`src/rtl/dptw_axi_rd_responder_pkg.sv`:
```
// Shared encodings for the D-side page-table-walker AXI read responder:
// access-size codes, AXI field constants and the FSM state type.
`default_nettype none

package dptw_axi_rd_responder_pkg;

  localparam int DATA_TYPE__LEN = 3;

  // The low two bits of every code give log2 of the access size in bytes.
  localparam logic [DATA_TYPE__LEN-1:0] DATA_TYPE_B  = 3'd0;
  localparam logic [DATA_TYPE__LEN-1:0] DATA_TYPE_H  = 3'd1;
  localparam logic [DATA_TYPE__LEN-1:0] DATA_TYPE_W  = 3'd2;
  localparam logic [DATA_TYPE__LEN-1:0] DATA_TYPE_D  = 3'd3;
  localparam logic [DATA_TYPE__LEN-1:0] DATA_TYPE_BU = 3'd4;
  localparam logic [DATA_TYPE__LEN-1:0] DATA_TYPE_HU = 3'd5;
  localparam logic [DATA_TYPE__LEN-1:0] DATA_TYPE_WU = 3'd6;

  localparam logic [1:0] AXI_BURST_INCR = 2'b01;
  localparam logic [1:0] AXI_RESP_OKAY  = 2'b00;
  localparam logic [2:0] DPTW_AXI_PROT  = 3'b001;
  localparam logic [3:0] DPTW_AXI_CACHE = 4'b0000;

  typedef enum logic [1:0] {
    ST_IDLE = 2'd0,
    ST_AR   = 2'd1,
    ST_R    = 2'd2,
    ST_DONE = 2'd3
  } dptw_state_e;

  function automatic logic [1:0] size_log2(input logic [DATA_TYPE__LEN-1:0] dt);
    return dt[1:0];
  endfunction

endpackage

`default_nettype wire

```
`src/rtl/dptw_axi_rd_responder.sv`:
```
// Single-beat uncached AXI4 read engine serving the walker's PTE reads;
// returns right-aligned, zero-extended data with a one-cycle Done pulse.
`default_nettype none

module dptw_axi_rd_responder
  import dptw_axi_rd_responder_pkg::*;
#(
  parameter int C_M_AXI_ADDR_WIDTH = 64,
  parameter int C_M_AXI_DATA_WIDTH = 64,
  parameter int C_M_AXI_ID         = 0
) (
  input  logic                          clk,
  input  logic                          rst,

  input  logic                          DCache_RdReq_DPTW_Valid,
  input  logic [55:0]                   DCache_RdReq_DPTW_Paddr,
  input  logic [DATA_TYPE__LEN-1:0]     DCache_RdReq_DPTW_DataType,
  output logic [63:0]                   DCache_RdResp_DPTW_Data,
  output logic                          DCache_RdResp_DPTW_Done,

  output logic                          M_AXI_ARVALID,
  input  logic                          M_AXI_ARREADY,
  output logic [C_M_AXI_ADDR_WIDTH-1:0] M_AXI_ARADDR,
  output logic [2:0]                    M_AXI_ARSIZE,
  output logic [7:0]                    M_AXI_ARLEN,
  output logic [1:0]                    M_AXI_ARBURST,
  output logic [3:0]                    M_AXI_ARID,
  output logic [2:0]                    M_AXI_ARPROT,
  output logic [3:0]                    M_AXI_ARCACHE,

  input  logic                          M_AXI_RVALID,
  output logic                          M_AXI_RREADY,
  input  logic [63:0]                   M_AXI_RDATA,
  input  logic [1:0]                    M_AXI_RRESP,
  input  logic                          M_AXI_RLAST,
  input  logic [3:0]                    M_AXI_RID
);

  if (C_M_AXI_DATA_WIDTH != 64) begin : g_bad_data_width
    $error("dptw_axi_rd_responder: C_M_AXI_DATA_WIDTH must be 64");
  end

  dptw_state_e               state_q, state_d;
  logic [55:0]               paddr_q, paddr_d;
  logic [DATA_TYPE__LEN-1:0] dtype_q, dtype_d;
  logic [63:0]               data_q,  data_d;

  function automatic logic misaligned(input logic [2:0] off, input logic [1:0] sz);
    case (sz)
      2'd0:    return 1'b0;
      2'd1:    return off[0];
      2'd2:    return |off[1:0];
      default: return |off;
    endcase
  endfunction

  function automatic logic [63:0] extract(input logic [63:0] rdata,
                                          input logic [2:0]  off,
                                          input logic [1:0]  sz);
    logic [63:0] shifted;
    shifted = rdata >> {off, 3'b000};
    case (sz)
      2'd0:    return {56'd0, shifted[7:0]};
      2'd1:    return {48'd0, shifted[15:0]};
      2'd2:    return {32'd0, shifted[31:0]};
      default: return shifted;
    endcase
  endfunction

  always_ff @(posedge clk or posedge rst) begin
    if (rst) begin
      state_q <= ST_IDLE;
      paddr_q <= '0;
      dtype_q <= '0;
      data_q  <= '0;
    end else begin
      state_q <= state_d;
      paddr_q <= paddr_d;
      dtype_q <= dtype_d;
      data_q  <= data_d;
    end
  end

  always_comb begin
    state_d = state_q;
    paddr_d = paddr_q;
    dtype_d = dtype_q;
    data_d  = data_q;
    case (state_q)
      ST_IDLE: begin
        if (DCache_RdReq_DPTW_Valid) begin
          paddr_d = DCache_RdReq_DPTW_Paddr;
          dtype_d = DCache_RdReq_DPTW_DataType;
          // Misaligned requests never reach the bus; the walker sees a zero PTE.
          if (misaligned(DCache_RdReq_DPTW_Paddr[2:0], size_log2(DCache_RdReq_DPTW_DataType))) begin
            data_d  = '0;
            state_d = ST_DONE;
          end else begin
            state_d = ST_AR;
          end
        end
      end
      ST_AR: begin
        if (M_AXI_ARREADY) state_d = ST_R;
      end
      ST_R: begin
        if (M_AXI_RVALID) begin
          data_d  = (M_AXI_RRESP == AXI_RESP_OKAY)
                  ? extract(M_AXI_RDATA, paddr_q[2:0], size_log2(dtype_q))
                  : 64'd0;
          state_d = ST_DONE;
        end
      end
      ST_DONE: state_d = ST_IDLE;
      default: state_d = ST_IDLE;
    endcase
  end

  assign M_AXI_ARVALID           = (state_q == ST_AR);
  assign M_AXI_RREADY            = (state_q == ST_R);
  assign DCache_RdResp_DPTW_Done = (state_q == ST_DONE);
  assign DCache_RdResp_DPTW_Data = data_q;

  if (C_M_AXI_ADDR_WIDTH > 56) begin : g_addr_ext
    assign M_AXI_ARADDR = {{(C_M_AXI_ADDR_WIDTH-56){1'b0}}, paddr_q};
  end else if (C_M_AXI_ADDR_WIDTH == 56) begin : g_addr_exact
    assign M_AXI_ARADDR = paddr_q;
  end else begin : g_addr_bad
    $error("dptw_axi_rd_responder: C_M_AXI_ADDR_WIDTH must be >= 56");
    assign M_AXI_ARADDR = '0;
  end

  assign M_AXI_ARSIZE  = {1'b0, size_log2(dtype_q)};
  assign M_AXI_ARLEN   = 8'd0;
  assign M_AXI_ARBURST = AXI_BURST_INCR;
  assign M_AXI_ARID    = 4'(C_M_AXI_ID);
  assign M_AXI_ARPROT  = DPTW_AXI_PROT;
  assign M_AXI_ARCACHE = DPTW_AXI_CACHE;

  // Single-beat reads make RLAST redundant and RID is never routed back here.
  logic unused_inputs;
  assign unused_inputs = ^{M_AXI_RLAST, M_AXI_RID, dtype_q[DATA_TYPE__LEN-1]};

endmodule

`default_nettype wire

```
`config.mk`:
```
export PLATFORM = sky130hd
export DESIGN_NAME = dptw_axi_rd_responder
export DESIGN_NICKNAME = d
export VERILOG_FILES = /design/src/rtl/dptw_axi_rd_responder_pkg.sv /design/src/rtl/dptw_axi_rd_responder.sv
export SDC_FILE = /design/constraint.sdc
export NUM_CORES = 1
export LEC_CHECK = 0
export BUFFER_PORTS_ARGS = -buffer_cell sky130_fd_sc_hd__buf_4
export CAP_MARGIN = 20
export CORE_MARGIN = 3
export CORE_UTILIZATION = 30
export CTS_BUF_LIST = sky130_fd_sc_hd__clkbuf_8
export DETAILED_ROUTE_END_ITERATION = 16
export GPL_ROUTABILITY_DRIVEN = 0
export PLACE_DENSITY = 0.59
export SYNTH_ARGS = -nofsm -noshare
export SYNTH_HDL_FRONTEND = slang
export SYNTH_SLANG_ARGS = --single-unit
```
`constraint.sdc`:
```
create_clock -name clk -period 6.1 [get_ports clk]
set_input_delay 0.61 -clock clk [delete_from_list [all_inputs] [get_ports clk]]
set_output_delay 0.61 -clock clk [all_outputs]
set_load 0.005 [all_outputs]
```
==> results of run 1 <==
layout make-up:
type / count / area [um2]
clock inverters: 15 / 185
flip-flops and latches: 124 / 3110
well taps: 280 / 350
fillers: 2178 / 12800
multi-input cells: 440 / 3280
clock buffers: 17 / 234
repair buffers: 264 / 1980
inverters: 4 / 17.5
worst paths after layout:
check / to / slack (ns)
max reg2reg: DCache_RdResp_DPTW_Data[50] / 3.11
min: paddr_q[27] / 0.28
max: DCache_RdResp_DPTW_Data[50] / 3.11
min reg2reg: DCache_RdResp_DPTW_Data[20] / 0.50
max in group asynchronous: paddr_q[1] / 4.34
min in group clk: paddr_q[48] / 0.39
stage by stage:
step | cells | area, um2 | power [mW] | util, % | hold WS [ns]
detailed placement | 1112 | 8740 | 3.36 | 39.8 | 0.475
finish | 1144 | 9160 | 4.15 | 41.7 | 0.280
floorplan | 648 | 6840 | 2.50 | - | 0.479
CTS | 1144 | 9160 | 4.18 | 41.7 | 0.289
global route | 1144 | 9160 | 4.42 | 41.7 | 0.317
global placement | 1112 | 8740 | 3.35 | 39.8 | 0.475
cell families (layout without fill, tap and decap cells):
family | Yosys count | after routing | share of synthesized area, %
other | 2 | 30 | 0.111
AND/OR/NAND/NOR | 91 | 91 | 6.87
AO/OA/AOI/OAI | 177 | 177 | 17.6
buffers and inverters | 84 | 300 | 6.85
flip-flops | 124 | 124 | 46.1
adder cells (fa/ha/maj) | 5 | 5 | 0.929
multiplexers | 137 | 137 | 21.6
routing by layer:
metal,up-vias,track usage [%],share of wire [%]
met5,-,0,0
met2,290,29.5,45
met1,2848,24.9,42
met4,0,5.42,1.6
li1,2686,-,-
met3,19,7.99,11
worst max-delay path: cells and delay by family (launching register included):
kind,cells,cell delay [ns]
AOI/OAI and AO/OA,1,0.27
adders and majority gates,1,0.24
buffers and inverters,1,0.12
DFF,1,0.40
and+or+nand+nor,3,1.86
sequential cells by signal, indices dropped and copies added, names as in the netlist:
name,cells
state_q,2
paddr_q,56
dtype_q,2
DCache_RdResp_DPTW_Data,64
where the power goes:
group	total, mW	leakage, nW	internal (mW)	switching, mW
combinational	2.12	2.62	0.985	1.14
sequential	1.22	1.60	1.07	0.151
clock	0.801	0.208	0.412	0.389
total	4.15	4.42	2.47	1.68
cells in the final DEF (no fill, tap or decap), types with 2 or more instances in the layout:
cell type	netlist	layout
sky130_fd_sc_hd__a211o_1	8	8
sky130_fd_sc_hd__a21oi_1	9	9
sky130_fd_sc_hd__a22o_1	8	8
sky130_fd_sc_hd__a22oi_1	8	8
sky130_fd_sc_hd__a32o_1	8	8
sky130_fd_sc_hd__buf_4	30	264
sky130_fd_sc_hd__bufinv_16	0	3
sky130_fd_sc_hd__clkbuf_8	0	17
sky130_fd_sc_hd__clkinvlp_4	0	3
sky130_fd_sc_hd__conb_1	2	30
sky130_fd_sc_hd__dfrtp_1	124	122
sky130_fd_sc_hd__ha_1	5	5
sky130_fd_sc_hd__inv_1	4	4
sky130_fd_sc_hd__inv_6	0	6
sky130_fd_sc_hd__mux2_2	65	65
sky130_fd_sc_hd__mux2i_1	72	72
sky130_fd_sc_hd__nand2_1	27	26
sky130_fd_sc_hd__nand3b_1	9	9
sky130_fd_sc_hd__nor2_1	28	28
sky130_fd_sc_hd__nor2b_1	15	15
sky130_fd_sc_hd__o211ai_1	2	2
sky130_fd_sc_hd__o21ai_0	69	69
sky130_fd_sc_hd__o22ai_1	16	16
sky130_fd_sc_hd__o2bb2ai_1	24	24
sky130_fd_sc_hd__o31ai_1	24	24
sky130_fd_sc_hd__or2_2	3	3
==> run_results.csv, run 1 <==
group,metric,value,unit
yosys,synth_seq_area_share,46.1,%
power,vdd_drop_max,0.000198,V
clock_tree,cts_tree,"yes",
detailed_routing,vias,5843,
die,floorplan.core_area,22000,um2
critical_path,setup.worst_path.start_class,"flip-flop",
clock_tree,clock_insertion_delay_worst_skew,0.45,ns
timing,clock.fmax,0.335,GHz
detailed_routing,routed_via_density,5.11,
clock_tree,postCtsResizedCells,0,
grt,first_pass_grt_wire_length,35.5,mm
clock_tree,cts.reportedPaths.clkPinSlew,0.09,ns
detailed_routing,initialDrtViolationCount,381,
clock_tree,cts_buffer_depth,2,
detailed_routing,detail_route.wirelength,24.0,mm
power,static-leakage-power,4.42,nW
yosys,yosys.area.top_type_share,46.1,%
clock_tree,cts_htree_levels,4,
critical_path,r2r.worst_path.cells,6,
clock_tree,cts-buffers-inserted,17,
yosys,synth_area,6740,um2
die,initial_utilization,30.7,%
detailed_routing,drc_errors,0,
clock_tree,clock-sinks,124,
critical_path,crit_required,6.45,ns
critical_path,crit_type,"reg2reg",
yosys,synth_area_leaders,"sky130_fd_sc_hd__dfrtp_1, sky130_fd_sc_hd__mux2_2, sky130_fd_sc_hd__mux2i_1",
yosys,post-synth-top-area-cell,"sky130_fd_sc_hd__dfrtp_1",
yosys,ys_dominant_reg_cell,"sky130_fd_sc_hd__dfrtp_1",
timing,tightest_slew,0.995,ns
critical_path,cp_data_arrival_time,3.34,ns
yosys,synthesis.instances,620,
detailed_routing,avgRoutedWirePerCell,21.0,um
placement,hpwlAfterDp,17.6,mm
power,power_per_cell_area,453,nW/um2
run,cap_viol_max_count,0,
detailed_routing,drtAntennaViolNets,0,
yosys,post_synth_most_frequent_cells,"sky130_fd_sc_hd__dfrtp_1, sky130_fd_sc_hd__mux2i_1, sky130_fd_sc_hd__o21ai_0, sky130_fd_sc_hd__mux2_2, sky130_fd_sc_hd__buf_4",
status,status,"finished, final reports clean",
grt,grt_max_degree,76,
timing,timing_hold_violations_final,0,
critical_path,crit_path_top_delay_cell,"sky130_fd_sc_hd__nand4b_1",
timing,min_period_over_period,49.0,%
critical_path,cpPeakStageDelay,0.82,ns
yosys,yosysMostFrequentCell,"sky130_fd_sc_hd__dfrtp_1",
grt,grt_antenna_before_repair,0,
timing,fin_worst_skew,0.0158,ns
finish,antennaDiodeCount,0,
yosys,postSynth.asyncResetShare,100,%
clock_tree,post-cts-setup-buffers,0,
timing,period_minus_slack,2.99,ns
grt,grt_overflow_total,0,
clock_tree,clk_root_buffer_cell,"sky130_fd_sc_hd__clkbuf_8",
critical_path,worstPathCellList,"inv_1, ha_1, nor3b_2, nand4b_1, or2_2, o31ai_1",
detailed_routing,dr.pass1.iters,5,
yosys,number_of_enable_type_register_cells_in_the_synthesized_netlist,0,
placement,dp_worst_slack,3.11,ns
die,io_pins,290,
yosys,synth.avg_cell_area,10.9,um2
timing,timing.setup.tns,0,ns
finish,final_layout_size_suffix_gt1_share,42.7,%
yosys,yosysUniqueCellTypes,36,
timing,timing.max_slew.rel_slack,33.3,%
die,die_height,156,um
placement,io_buffers,253,
grt,grtUsageTotal,19.2,%
critical_path,critPathMaxFanout,17,
hold_path,min_path_type,"in2async",
die,rows,54,
grt,grt_pass1_vias,5887,
yosys,ys_warn_count,0,
finish,syn_to_final_growth,35.9,%
critical_path,worstSetupStartpoint,"state_q[0]",
critical_path,worstSetupEndpointType,"flip-flop",
finish,layout.nets,991,
die,die_width,156,um
die,design.die.area,24300,um2
timing,setup_viol_count_final,0,
yosys,synth_seq_cells,124,
timing,finalMaxSlewViolations,0,
timing,postLayoutSetupSlackWorst,3.11,ns
clock_tree,cts.hold.buffers_added,0,
timing,rsz0062_at_grt,"false",
critical_path,timing.rr.start,"state_q[0]",
(Power assumes the default switching activity.)
==> run 2, diff against run 1 <==
--- a/config.mk
+++ b/config.mk
@@ -5,6 +5,7 @@
 export SDC_FILE = /design/constraint.sdc
 export NUM_CORES = 1
 export LEC_CHECK = 0
+export ABC_AREA = 1
 export BUFFER_PORTS_ARGS = -buffer_cell sky130_fd_sc_hd__buf_4
 export CAP_MARGIN = 20
 export CORE_MARGIN = 3
@@ -12,7 +13,7 @@
 export CTS_BUF_LIST = sky130_fd_sc_hd__clkbuf_8
 export DETAILED_ROUTE_END_ITERATION = 16
 export GPL_ROUTABILITY_DRIVEN = 0
-export PLACE_DENSITY = 0.59
+export PLACE_DENSITY = 0.6
 export SYNTH_ARGS = -nofsm -noshare
 export SYNTH_HDL_FRONTEND = slang
 export SYNTH_SLANG_ARGS = --single-unit
==> constraint.sdc (replaced) <==
create_clock -name clk -period 2.4 [get_ports clk]
set_input_delay 0.24 -clock clk [delete_from_list [all_inputs] [get_ports clk]]
set_output_delay 0.24 -clock clk [all_outputs]
set_load 0.005 [all_outputs]
==> run 2 against run 1 <==
Effect of this change:
- clock power up 120%
- sequential power up 150%
- critical endpoint is now DCache_RdResp_DPTW_Data[22]
- largest cell class unchanged
- sequential share of layout area down 1.0 points
- synthesized cell count up 46%
==> run_results.csv, run 2 <==
group,metric,value,unit
yosys,number_of_enable_type_register_cells_in_the_synthesized_netlist,0,
critical_path,crit_type,"reg2reg",
clock_tree,clock-sinks,124,
finish,seq_area,3100,um2
yosys,ys_warn_count,0,
die,die_width,158,um
power,static-leakage-power,5.17,nW
yosys,postSynth.asyncResetShare,100,%
yosys,synthXorXnorAreaFrac,0,%
yosys,yosys.area.top_type_share,45.0,%
detailed_routing,avgRoutedWirePerCell,16.5,um
yosys,synth_top_family_by_area,"simple AND/OR/NAND/NOR gates",
power,portion_of_total_power_attributed_to_the_clock_network,17.2,%
yosys,yosysMostFrequentCell,"sky130_fd_sc_hd__nand2_1",
clock_tree,clock_insertion_delay_worst_skew,0.44,ns
finish,layout_common_cells,"sky130_fd_sc_hd__nand2_1, sky130_fd_sc_hd__buf_4, sky130_fd_sc_hd__nand3_1",
finish,layout.nets,1291,
hold_path,min_path_type,"in2reg",
grt,first_pass_grt_wire_length,35.7,mm
critical_path,crit_path_top_delay_cell,"sky130_fd_sc_hd__nor2_1",
die,floorplan.core_area,22200,um2
clock_tree,cts_tree,"yes",
yosys,post-synth-top-area-cell,"sky130_fd_sc_hd__dfrtp_1",
die,rows,54,
detailed_routing,drc_errors,0,
detailed_routing,detail_route.wirelength,23.8,mm
yosys,yosysUniqueCellTypes,22,
detailed_routing,routed_via_density,4.75,
finish,largest_register_ffs,64,
finish,utilization,42.4,%
critical_path,crit_family,"simple AND/OR/NAND/NOR gates",
yosys,yosys.area_share.simple,34.6,%
finish,syn_to_final_growth,36.8,%
clock_tree,cts_buffer_depth,2,
grt,grt_antenna_before_repair,0,
grt,grtUsageTotal,18.5,%
yosys,synth_area,6900,um2
clock_tree,cts_htree_levels,4,
timing,rsz0062_at_grt,"false",
power,power,10.1,mW
finish,fillers,2294,
timing,clock.fmax,0.503,GHz
grt,grt_pass1_vias,6626,
clock_tree,post-cts-setup-buffers,0,
clock_tree,cts.hold.buffers_added,1,
detailed_routing,dr.pass1.iters,5,
power,switchingPower,4.30,mW
power,p_seq_share,30.0,%
clock_tree,cts.reportedPaths.clkPinSlew,0.08,ns
yosys,post_synth_most_frequent_cells,"sky130_fd_sc_hd__nand2_1, sky130_fd_sc_hd__nand3_1, sky130_fd_sc_hd__dfrtp_1, sky130_fd_sc_hd__mux2_2, sky130_fd_sc_hd__buf_4",
finish,layout_commonest_cell,"sky130_fd_sc_hd__nand2_1",
timing,timing.max_slew.rel_slack,58.3,%
power,comb_power_share,52.8,%
critical_path,worstSetupEndpointType,"flip-flop",
clock_tree,postCtsResizedCells,0,
power,cell_int_power,5.76,mW
critical_path,critPathMaxFanout,10,
status,status,"finished, final reports clean",
critical_path,cpPeakStageDelay,0.46,ns
finish,multi_input_gate_area_in_the_final_layout,3310,um2
detailed_routing,vias,6862,
run,cap_viol_max_count,0,
detailed_routing,initialDrtViolationCount,477,
power,power_per_cell_area,1070,nW/um2
timing,period_minus_slack,1.99,ns
clock_tree,cts-buffers-inserted,17,
power,net_switching_fraction_of_the_power,42.8,%
timing,finalMaxSlewViolations,0,
timing,postLayoutSetupSlackWorst,0.413,ns
timing,setup_viol_count_final,0,
timing,min_period_over_period,82.8,%
die,design.die.area,24800,um2
yosys,synth_seq_cells,124,
die,die_height,158,um
critical_path,critical_path.n_buffers_inverters,3,
yosys,synth.avg_cell_area,7.62,um2
placement,io_buffers,253,
timing,fin_worst_skew,0.0123,ns
timing,timing.setup.tns,0,ns
yosys,ys_dominant_reg_cell,"sky130_fd_sc_hd__dfrtp_1",
placement,dp_worst_slack,0.432,ns
timing,tightest_slew,0.625,ns
timing,timing_hold_violations_final,0,
yosys,post_synth_fa_ha_maj_area_fraction,0.907,%
yosys,synth_mux_area_share,8.66,%
grt,grt_max_degree,59,
placement,hpwlAfterDp,18.0,mm
detailed_routing,drtAntennaViolNets,0,
grt,grt_overflow_total,0,
critical_path,crit_required,2.77,ns
die,initial_utilization,31.0,%
yosys,synth_seq_area_share,45.0,%
die,io_pins,290,
yosys,synth_area_leaders,"sky130_fd_sc_hd__dfrtp_1, sky130_fd_sc_hd__nand2_1, sky130_fd_sc_hd__nand3_1",
yosys,synth_compound_area_share,2.09,%
yosys,synthesis.instances,905,
critical_path,cp_data_arrival_time,2.36,ns
power,vdd_drop_max,0.000539,V
finish,final_layout_size_suffix_gt1_share,31.7,%
critical_path,setup.worst_path.start_class,"flip-flop",
critical_path,worstPathCellList,"inv_1, ha_1, nor2_1, clkinv_1, nand3_2, inv_2, nand2_2, nor2_1, nand2_1, nand2_1",
clock_tree,clk_root_buffer_cell,"sky130_fd_sc_hd__clkbuf_8",
finish,antennaDiodeCount,0,
## run 2: cell types whose count changed in the layout (fill, tap and decap cells not counted), moves of 12 or more
cell / before / now
sky130_fd_sc_hd__nand2_1: 26 / 396
sky130_fd_sc_hd__a21oi_1: 9 / 21
sky130_fd_sc_hd__nand3_1: 0 / 145
sky130_fd_sc_hd__o22ai_1: 16 / 0
sky130_fd_sc_hd__mux2i_1: 72 / 0
sky130_fd_sc_hd__mux2_2: 65 / 53
sky130_fd_sc_hd__nor2b_1: 15 / 0
sky130_fd_sc_hd__o31ai_1: 24 / 0
sky130_fd_sc_hd__o2bb2ai_1: 24 / 0
sky130_fd_sc_hd__inv_1: 4 / 25
sky130_fd_sc_hd__o21ai_0: 69 / 6
## run 2: final timing paths
check | startpoint | endpoint | slack [ns] | cells after the start
min reg2reg | DCache_RdResp_DPTW_Data[44] | DCache_RdResp_DPTW_Data[44] | 0.49 | 2
max | state_q[1] | DCache_RdResp_DPTW_Data[22] | 0.41 | 10
max reg2reg | state_q[1] | DCache_RdResp_DPTW_Data[22] | 0.41 | 10
max in group asynchronous | rst | paddr_q[0] | 1.36 | 4
min | DCache_RdReq_DPTW_Paddr[40] | paddr_q[40] | 0.04 | 2
min in group asynchronous | rst | paddr_q[43] | 0.40 | 3
## run 2: power by group through the flow
stage                     clock network, mW  logic, mW  registers [mW]
after detailed placement                  0       5.33            3.06
after global placement                    0       5.28            3.03
final                                  1.73       5.31            3.02
after CTS                              1.79       5.35            3.02
after global routing                   1.89       5.91            3.10
after floorplan                           0       3.23            3.08
## run 2: area by class of cell
class,count,area share [%]
Inverter,29,1.19
Multi-Input combinational cell,698,35.1
Sequential cell,124,32.9
Clock inverter,15,1.37
Clock buffer,17,2.48
Timing Repair Buffer,281,23.2
Tap cell,280,3.72
## run 2: worst reg2reg max path, delay by kind of cell (launching register included)
family,cells,cell delay [ns]
adder cells (fa/ha/maj),1,0.31
flip-flops,1,0.41
buffers and inverters,3,0.25
AND/OR/NAND/NOR,6,0.96
## run 2: cell families (layout without fill, tap and decap cells)
| logic type | after synthesis | count (layout) |
|---|---|---|
| flops | 124 | 124 |
| fa+ha+maj | 5 | 5 |
| compound gates | 28 | 28 |
| buf+inv | 111 | 342 |
| mux | 53 | 53 |
| other cells | 2 | 30 |
| simple gates | 582 | 582 |
## run 2: through the flow
stage | hold slack (ns) | std cells | area (um2)
2_1_floorplan | 0.391 | 933 | 7000
3_3_place_gp | 0.288 | 1406 | 9010
3_5_place_dp | 0.294 | 1406 | 9010
4_1_cts | 0.00836 | 1439 | 9380
5_1_grt | 0.000462 | 1444 | 9430
6_report | 0.0365 | 1444 | 9430
## run 2: per-layer routing
layer / global-route usage (%) / routed length, um / vias up
met1: 24.6 / 9960 / 3279
met2: 31.0 / 11900 / 223
met3: 4.29 / 1490 / 26
li1: - / - / 3334
met4: 4.21 / 429 / 0
met5: 0 / 0 / -
==> run 3, diff against run 2 <==
==> constraint.sdc (replaced) <==
create_clock -name clk -period 1.7 [get_ports clk]
set_input_delay 0.17 -clock clk [delete_from_list [all_inputs] [get_ports clk]]
set_output_delay 0.17 -clock clk [all_outputs]
set_load 0.005 [all_outputs]
==> run 3 against run 2 <==
Effect of this change:
- global-route usage up 0.98 points
- via count up 3.9%
- sequential cell count unchanged
- first-iteration DRC count down 11%
- cell count up 4.8%
- sequential power up 42%
- critical path type unchanged
- wire length up 6.4%
- non-clock buffer count up 70
- clock-buffer cell count up 1
- core utilization up 4.2 points
- final area up 9.9%
- largest power group unchanged
- clock skew down 0.0018 ns
==> run_results.csv, run 3 (synthesis gave the netlist of run 2 again) <==
group,metric,value,unit
detailed_routing,vias,7132,
timing,fin_worst_skew,0.0105,ns
grt,grt_pass1_vias,7129,
detailed_routing,drc_errors,0,
die,floorplan.core_area,22200,um2
power,cell_int_power,9.34,mW
placement,io_buffers,253,
detailed_routing,routed_via_density,4.71,
power,switchingPower,6.45,mW
critical_path,endpoint,"DCache_RdResp_DPTW_Data[47]",
critical_path,worstSetupStartpoint,"state_q[1]",
power,vdd_drop_max,0.000853,V
die,die_width,158,um
clock_tree,cts_tree,"yes",
clock_tree,cts-buffers-inserted,17,
clock_tree,clock-sinks,124,
clock_tree,clock_insertion_delay_worst_skew,0.45,ns
die,die_height,158,um
critical_path,crit_family,"buffers and inverters",
finish,syn_to_final_growth,50.3,%
status,status,"finished, final reports clean",
grt,grt_overflow_total,0,
timing,finalMaxSlewViolations,0,
finish,layout.cells.non_filler,1514,
grt,grt_max_degree,81,
critical_path,worstSetupEndpointType,"flip-flop",
clock_tree,cts_buffer_depth,2,
finish,final_design_area_no_fill,10400,um2
die,design.die.area,24800,um2
finish,layout_common_cells,"sky130_fd_sc_hd__nand2_1, sky130_fd_sc_hd__buf_4, sky130_fd_sc_hd__nand3_1",
critical_path,critical_path.n_buffers_inverters,4,
finish,layout_commonest_cell,"sky130_fd_sc_hd__nand2_1",
power,p_seq_share,27.1,%
critical_path,r2r_end,"DCache_RdResp_DPTW_Data[47]",
detailed_routing,drtAntennaViolNets,0,
critical_path,crit_required,2.08,ns
critical_path,timing.rr.start,"state_q[1]",
detailed_routing,detail_route.wirelength,25.3,mm
critical_path,r2r.worst_path.cells,10,
critical_path,cp_data_arrival_time,2.03,ns
timing,clock.fmax,0.607,GHz
critical_path,critical-path-top-cell-by-count,"sky130_fd_sc_hd__nand2_1",
hold_path,hold_path_depth,5,
critical_path,critPathMaxFanout,11,
die,rows,54,
die,initial_utilization,31.0,%
power,net_switching_fraction_of_the_power,40.9,%
timing,period_minus_slack,1.65,ns
grt,first_pass_grt_wire_length,37.6,mm
detailed_routing,avgRoutedWirePerCell,16.7,um
critical_path,setup.worst_path.start_class,"flip-flop",
timing,min_period_over_period,96.9,%
clock_tree,cts.reportedPaths.clkPinSlew,0.08,ns
critical_path,worstPathCellList,"inv_2, ha_4, nand2_1, nand3_2, buf_4, a21oi_4, buf_12, clkbuf_16, nand2_1, nand2_1",
power,static-leakage-power,5.58,nW
power,portion_of_total_power_attributed_to_the_clock_network,17.2,%
hold_path,min_path_type,"in2reg",
timing,hold_ws,0.130,ns
power,power_per_cell_area,1520,nW/um2
placement,hpwlAfterDp,18.2,mm
finish,layout.nets,1361,
die,io_pins,290,
grt,grt_antenna_before_repair,0,
placement,place_area,9160,um2
critical_path,cpPeakStageDelay,0.43,ns
detailed_routing,initialDrtViolationCount,424,
finish,largest_register_ffs,64,
clock_tree,cts_htree_levels,4,
power,power,15.8,mW
run,cap_viol_max_count,0,
critical_path,crit_type,"reg2reg",
timing,setup_viol_count_final,0,
critical_path,crit_path_top_delay_cell,"sky130_fd_sc_hd__dfrtp_1",
critical_path,critical_path_cell_count,10,
grt,grtUsageTotal,19.5,%
critical_path,worst-r2r-setup-slack,0.05,ns
timing,rsz0062_at_grt,"true",
detailed_routing,dr.pass1.iters,5,
clock_tree,clk_root_buffer_cell,"sky130_fd_sc_hd__clkbuf_8",
timing,timing_hold_violations_final,0,
power,comb_power_share,55.6,%
timing,timing.setup.tns,0,ns
finish,final_layout_size_suffix_gt1_share,32.2,%
placement,dp_cells,1415,
[run 3: changes by cell type in the layout (fill, tap and decap cells not counted), moves of 3 or more]
cell,change
sky130_fd_sc_hd__dlygate4sd3_1,+53
sky130_fd_sc_hd__buf_12,+8
sky130_fd_sc_hd__nor2_4,+3
sky130_fd_sc_hd__inv_1,-3
sky130_fd_sc_hd__clkinvlp_4,-4
sky130_fd_sc_hd__nor2_1,-4
sky130_fd_sc_hd__buf_6,+5
sky130_fd_sc_hd__clkbuf_16,+3
sky130_fd_sc_hd__inv_2,+4
[run 3: worst min path at each step]
stage | from | endpoint
2_1_floorplan | DCache_RdReq_DPTW_Paddr[10] | paddr_q[10]
6_report | M_AXI_RDATA[63] | DCache_RdResp_DPTW_Data[63]
4_1_cts | M_AXI_RDATA[63] | DCache_RdResp_DPTW_Data[63]
5_1_grt | M_AXI_RDATA[58] | DCache_RdResp_DPTW_Data[58]
3_3_place_gp | rst | DCache_RdResp_DPTW_Data[50]
3_5_place_dp | rst | DCache_RdResp_DPTW_Data[50]
[run 3: tightest hold or removal path: stages]
cell                      delay (ns)
sky130_fd_sc_hd__buf_4          0.12
sky130_fd_sc_hd__nand3_1        0.09
sky130_fd_sc_hd__nor2_1         0.05
sky130_fd_sc_hd__nand2_1        0.06
sky130_fd_sc_hd__nand2_1        0.05
[run 3: cell type report]
type / count / area [um2]
Fill cell: 2233 / 11900
Multi-Input combinational cell: 698 / 3380
Sequential cell: 124 / 3100
Timing Repair Buffer: 351 / 3020
Tap cell: 280 / 350
Clock buffer: 18 / 248
Clock inverter: 13 / 151
Inverter: 29 / 113
Antenna cell: 1 / 2.50
[run 3: power groups by stage]
stage	clock [mW]	sequential [mW]	combinational [mW]
2_1_floorplan	0	4.35	4.56
3_3_place_gp	0	4.29	7.99
3_5_place_dp	0	4.33	8.05
4_1_cts	2.82	4.27	8.23
5_1_grt	2.93	4.39	9.64
6_report	2.72	4.29	8.78
[run 3: layer usage]
| metal | wire [um] | share of wire [%] | global-route usage, % | vias up |
|---|---|---|---|---|
| met5 | 0 | 0 | 0 | - |
| met4 | 830 | 3.3 | 7.40 | 0 |
| met3 | 1600 | 6.3 | 4.59 | 38 |
| met2 | 12400 | 49 | 32.4 | 241 |
| met1 | 10500 | 41 | 24.8 | 3375 |
| li1 | - | - | - | 3478 |
[run 3: timing repair]
item | CTS | global route
resized for setup | 3 | 20
endpoints found under the hold margin | 182 | 0
setup buffers | 2 | 2
pin swaps | 0 | 1
setup endpoints to repair | 19 | 108
gates cloned | 0 | 4
hold buffers | 59 | 0
[run 3: metrics by stage]
stage	util, %	worst slack, ns
after floorplan	-	0.00470
after global placement	41.2	-0.0918
after CTS	45.8	-0.00229
final	46.6	0.0535
after detailed placement	41.2	-0.235
after global routing	46.6	-0.0358
